==> src/rtl/sdram_pkg.sv <==
// Shared types and defaults for the SDRAM host-port arbiter.
// Holds the default bus widths and the arbiter FSM encoding.
package sdram_pkg;

  localparam int SDARB_ADDR_W = 24;
  localparam int SDARB_DATA_W = 16;

  typedef enum logic {
    ARB_IDLE = 1'b0,
    ARB_BUSY = 1'b1
  } arb_state_e;

endpackage

==> src/rtl/sdram_rr_pick.sv <==
// Two-requester round-robin pick.
// Returns the index of the winner; a tie goes to the port not in last_i.
module sdram_rr_pick (
  input  logic [1:0] eligible_i,
  input  logic       last_i,
  output logic       gnt_o
);

  always_comb begin
    gnt_o = 1'b0;
    case (eligible_i)
      2'b01:   gnt_o = 1'b0;
      2'b10:   gnt_o = 1'b1;
      2'b11:   gnt_o = ~last_i;
      default: gnt_o = 1'b0;
    endcase
  end

endmodule

==> src/rtl/sdram_host_arbiter.sv <==
// Two-port round-robin arbiter in front of the SDRAM controller host port.
// Define SDARB_STATS_EN to add saturating per-port completion counters.
module sdram_host_arbiter
  import sdram_pkg::*;
#(
`ifdef SDARB_STATS_EN
  parameter int CNT_W  = 16,
`endif
  parameter int ADDR_W = SDARB_ADDR_W,
  parameter int DATA_W = SDARB_DATA_W
) (
  input  logic              clk_i,
  input  logic              rst_n_i,
  input  logic              p0_rd_i,
  input  logic              p0_wr_i,
  input  logic [ADDR_W-1:0] p0_addr_i,
  input  logic [DATA_W-1:0] p0_data_i,
  output logic [DATA_W-1:0] p0_data_o,
  output logic              p0_done_o,
  input  logic              p1_rd_i,
  input  logic              p1_wr_i,
  input  logic [ADDR_W-1:0] p1_addr_i,
  input  logic [DATA_W-1:0] p1_data_i,
  output logic [DATA_W-1:0] p1_data_o,
  output logic              p1_done_o,
  output logic              ctrl_rd_o,
  output logic              ctrl_wr_o,
  output logic [ADDR_W-1:0] ctrl_addr_o,
  output logic [DATA_W-1:0] ctrl_data_o,
  input  logic [DATA_W-1:0] ctrl_data_i,
  input  logic              ctrl_done_i
`ifdef SDARB_STATS_EN
  ,
  output logic [CNT_W-1:0]  p0_count_o,
  output logic [CNT_W-1:0]  p1_count_o
`endif
);

  arb_state_e state_q, state_d;

  logic [1:0] rd, wr, elig;
  logic [1:0] done_q, done_d;
  logic       last_q, last_d;
  logic       gnt_q, gnt_d;
  logic       pick;

  logic              crd_q, crd_d;
  logic              cwr_q, cwr_d;
  logic [ADDR_W-1:0] addr_q, addr_d;
  logic [DATA_W-1:0] wdat_q, wdat_d;
  logic [DATA_W-1:0] rd0_q, rd0_d;
  logic [DATA_W-1:0] rd1_q, rd1_d;

  assign rd = {p1_rd_i, p0_rd_i};
  assign wr = {p1_wr_i, p0_wr_i};

  // A port still seeing its done pulse must not be re-granted.
  assign elig = (rd | wr) & ~done_q;

  sdram_rr_pick u_pick (
    .eligible_i (elig),
    .last_i     (last_q),
    .gnt_o      (pick)
  );

  always_comb begin
    state_d = state_q;
    last_d  = last_q;
    gnt_d   = gnt_q;
    crd_d   = crd_q;
    cwr_d   = cwr_q;
    addr_d  = addr_q;
    wdat_d  = wdat_q;
    rd0_d   = rd0_q;
    rd1_d   = rd1_q;
    done_d  = 2'b00;
    unique case (state_q)
      ARB_IDLE: begin
        if (|elig) begin
          state_d = ARB_BUSY;
          gnt_d   = pick;
          last_d  = pick;
          cwr_d   = wr[pick];
          crd_d   = rd[pick] & ~wr[pick];
          addr_d  = pick ? p1_addr_i : p0_addr_i;
          wdat_d  = pick ? p1_data_i : p0_data_i;
        end
      end
      ARB_BUSY: begin
        if (ctrl_done_i) begin
          state_d       = ARB_IDLE;
          crd_d         = 1'b0;
          cwr_d         = 1'b0;
          done_d[gnt_q] = 1'b1;
          if (gnt_q) rd1_d = ctrl_data_i;
          else       rd0_d = ctrl_data_i;
        end
      end
    endcase
  end

  always_ff @(posedge clk_i or negedge rst_n_i) begin
    if (!rst_n_i) begin
      state_q <= ARB_IDLE;
      last_q  <= 1'b1;
      gnt_q   <= 1'b0;
      crd_q   <= 1'b0;
      cwr_q   <= 1'b0;
      addr_q  <= '0;
      wdat_q  <= '0;
      rd0_q   <= '0;
      rd1_q   <= '0;
      done_q  <= 2'b00;
    end else begin
      state_q <= state_d;
      last_q  <= last_d;
      gnt_q   <= gnt_d;
      crd_q   <= crd_d;
      cwr_q   <= cwr_d;
      addr_q  <= addr_d;
      wdat_q  <= wdat_d;
      rd0_q   <= rd0_d;
      rd1_q   <= rd1_d;
      done_q  <= done_d;
    end
  end

  assign ctrl_rd_o   = crd_q;
  assign ctrl_wr_o   = cwr_q;
  assign ctrl_addr_o = addr_q;
  assign ctrl_data_o = wdat_q;
  assign p0_data_o   = rd0_q;
  assign p1_data_o   = rd1_q;
  assign p0_done_o   = done_q[0];
  assign p1_done_o   = done_q[1];

`ifdef SDARB_STATS_EN
  logic [1:0][CNT_W-1:0] cnt_q;

  // Counts step on the same edge that raises done_o, saturating at all-ones.
  always_ff @(posedge clk_i or negedge rst_n_i) begin
    if (!rst_n_i) begin
      cnt_q <= '0;
    end else begin
      for (int i = 0; i < 2; i++) begin
        if (done_d[i] && (cnt_q[i] != '1))
          cnt_q[i] <= cnt_q[i] + CNT_W'(1);
      end
    end
  end

  assign p0_count_o = cnt_q[0];
  assign p1_count_o = cnt_q[1];
`endif

endmodule
==> config.mk <==
export PLATFORM = sky130hd
export DESIGN_NAME = sdram_host_arbiter
export DESIGN_NICKNAME = d
export VERILOG_FILES = /design/src/rtl/sdram_pkg.sv /design/src/rtl/sdram_rr_pick.sv /design/src/rtl/sdram_host_arbiter.sv
export SDC_FILE = /design/constraint.sdc
export NUM_CORES = 1
export LEC_CHECK = 0
export CAP_MARGIN = 20
export CORE_ASPECT_RATIO = 2
export CORE_MARGIN = 2
export CORE_UTILIZATION = 45
export CTS_BUF_LIST = sky130_fd_sc_hd__clkbuf_2 sky130_fd_sc_hd__clkbuf_4 sky130_fd_sc_hd__clkbuf_8
export CTS_CLUSTER_SIZE = 28
export DETAILED_ROUTE_END_ITERATION = 12
export PLACE_DENSITY = 0.89
export SYNTH_ARGS = -nofsm -noshare
export SYNTH_HDL_FRONTEND = slang
export SYNTH_HIERARCHICAL = 1
export SYNTH_SLANG_ARGS = --single-unit
==> constraint.sdc <==
create_clock -name clk_i -period 4.1 [get_ports clk_i]
set_input_delay 0.82 -clock clk_i [delete_from_list [all_inputs] [get_ports clk_i]]
set_output_delay 0.82 -clock clk_i [all_outputs]
set_load 0.02 [all_outputs]
==> impl_metrics.ini <==
[global_routing]
grt_util_all_layers_pct = 20.65
grt_pass1_vias = 2724
antenna_found_initial = 0
grt_max_degree = 80
grt_pass1_wl_um = 13390
overflow = 0

[drt]
drt_wl_total_um = 8798
firstDrtPassIters = 4
drc_errors = 0
ant_nets = 0
drt_iter0_markers = 108
detail_route.wl_per_cell_um = 17.28
routed-via-count = 2567
via_per_inst = 5.043

[layout]
seq_area_sq_um = 1978
multiInputGateArea_sq_um = 1486
syn2layout_area_growth_pct = 58.57
n_fill_cell = 553
post-route-util_pct = 72.31
diodes = 0
fin_nets = 511
layout-drive-gt1-share_pct = 33.17

[sta]
period_minus_slack_ns = 2.830
grt_setup_unrepaired = false
finalSetupViolCount = 0
maxSlewViolCount = 0
worstMarginPinSlew_ns = 0.9888
clock.fmax_ghz = 0.3534
fin_tns_setup_ns = 0
max_slew_margin_pct = 34.08
holdWs_ns = 0.4925
min_period_over_period_pct = 69.01
finalHoldViolations = 0
clock_skew_ns = 0.005639

[worst_setup_path]
cp.arrival_ns = 3.06
slowest_stage = clkdlybuf4s50_1
reg2regPathDepth = 6
critical_path_peak_fanout = 33
required_ns = 4.33
crit_type = input port to register
worst_path_largest_cell_delay_ns = 0.47
critPathTopFamily = buffers and inverters
regToRegStartpoint = done_q[1]
rrSetupSlack_ns = 1.92
crit_buf_inv = 3
reg2reg_to = ctrl_data_o[3]
worstSetupEndpointType = register
worstSetupStartpointType = input port
worstPathCellList = clkdlybuf4s50_1, o21bai_2, inv_1, a21boi_4, buf_12, mux2_2, mux2_1

[synth]
synthArstFlopShare_pct = 100.0
yosysTopAreaCell = dfrtp_1
syn_avg_cell_area_sq_um = 15.52
synth_area_leaders = dfrtp_1 (55%), mux2_2 (32%), mux2_4 (3.8%)
yosysMostFrequentCell = mux2_2
synth_cell_types = 24
synth_nets = 333
synth_warnings = 6
netlist_instances = 230
syn-cell-area_sq_um = 3570
synth_edf_count = 0
yosysSeqAreaShare_pct = 55.42
ys_ff_latch = 79
netlist.area_leader.share_pct = 54.68
synth_top_flop_cell = dfrtp_1
synth_common_cells = mux2_2 (102), dfrtp_1 (78), mux2_4 (9)

[die]
placementRows = 46
io_pins = 179
core_area_sq_um = 7828
initial_core_util_pct = 45.60
die-area_sq_um = 8704
die_h_um = 130.0
die_w_um = 66.98

[clock_network]
root_buffer = clkbuf_8
cts_resized = 0
cts_buffer_depth = 2
clk-insertion-delay-late_ns = 0.35
cts_hold_buf = 0
cts_tree = done
post_cts_buffers = 0
clk_pin_slew_ns = 0.07
cts_made_buffers = 9
clkSinkCount = 79
htree_levels = 3

[flow_run]
max_cap_violations = 0

[worst_hold_path]
min_to = ctrl_data_o[3]
hold_depth = 1
hold_path.class = register to register
min_from = ctrl_data_o[3]

[placed_design]
portBuffers = 178
gp_congestion = 0.6736
dp_hpwl_um = 6555

[power]
pwr_density_cell_nw_per_um2 = 745.3
p_leak_nw = 2.344
irDropWorstVdd_mv = 0.5485

[run_status]
status = finished, final reports clean
final cells by class:
class | instances | share of cell area (%)
Clock buffer | 14 | 3.294
Tap cell | 96 | 2.122
Sequential cell | 79 | 34.95
Clock inverter | 2 | 1.061
Timing Repair Buffer | 180 | 31.92
Multi-Input combinational cell | 132 | 26.26
Inverter | 6 | 0.3979
layer usage:
| layer | vias to the layer above | track usage (%) | wire [um] |
|---|---|---|---|
| li1 | 1174 | - | - |
| met1 | 1221 | 23.98 | 3423 |
| met2 | 160 | 31.88 | 3860 |
| met3 | 12 | 11.21 | 1372 |
| met4 | 0 | 7.923 | 142 |
| met5 | - | 0 | 0 |
stage by stage:
step / setup WS, ns / power, W / instance area, sq um / instances
floorplan: 1.773 / 0.002527 / 3570 / 230
global placement: 1.022 / 0.003485 / 5414 / 493
detailed placement: 0.8879 / 0.003563 / 5414 / 493
CTS: 1.274 / 0.004268 / 5660 / 509
global route: 1.141 / 0.004440 / 5660 / 509
finish: 1.270 / 0.004219 / 5660 / 509
kinds of logic after synthesis:
| kind of cell | count (synthesis) | share of synthesized area (%) |
|---|---|---|
| multiplexers | 115 | 37.19 |
| flip-flops | 79 | 55.42 |
| buffers and inverters | 19 | 3.365 |
| AO/OA/AOI/OAI | 9 | 2.419 |
| AND/OR/NAND/NOR | 8 | 1.612 |
registers in the layout (all words and copies together) (netlist names), 2 cells and up:
signal	count
done_q	2
p1_data_o	16
p0_data_o	16
ctrl_addr_o	24
ctrl_data_o	16
layout by cell type, fill, tap and decap left out:
cell type	n
or2_1	1
clkbuf_4	1
bufinv_16	2
mux2i_1	1
o311ai_0	2
a211o_1	1
nand3b_1	3
o21bai_2	2
nand2_2	1
clkdlybuf4s50_1	177
nand2_1	1
o21a_1	1
mux2_4	9
nand3_2	1
mux2_1	3
a21boi_4	1
inv_1	6
a221o_1	1
or3b_1	1
buf_12	1
a21oi_4	1
mux2_2	102
dfstp_2	1
buf_4	2
dfrtp_1	78
clkbuf_8	13
report_power, final:
group | total [W] | internal, W | switching, W
registers | 0.00138 | 0.00117 | 0.000216
logic | 0.00215 | 0.00120 | 0.000946
clock network | 0.000687 | 0.000417 | 0.000270
worst max path at each step:
stage | from | endpoint | slack (ns) | cells past startpoint
after floorplan | p0_wr_i | ctrl_data_o[9] | 1.77 | 7
after global placement | p0_wr_i | ctrl_data_o[9] | 1.02 | 7
after detailed placement | p0_wr_i | ctrl_data_o[3] | 0.89 | 7
after CTS | p0_wr_i | ctrl_data_o[3] | 1.27 | 7
after global routing | p0_wr_i | ctrl_data_o[3] | 1.14 | 7
final | p0_wr_i | ctrl_data_o[3] | 1.27 | 7
(Power assumes the default switching activity.)
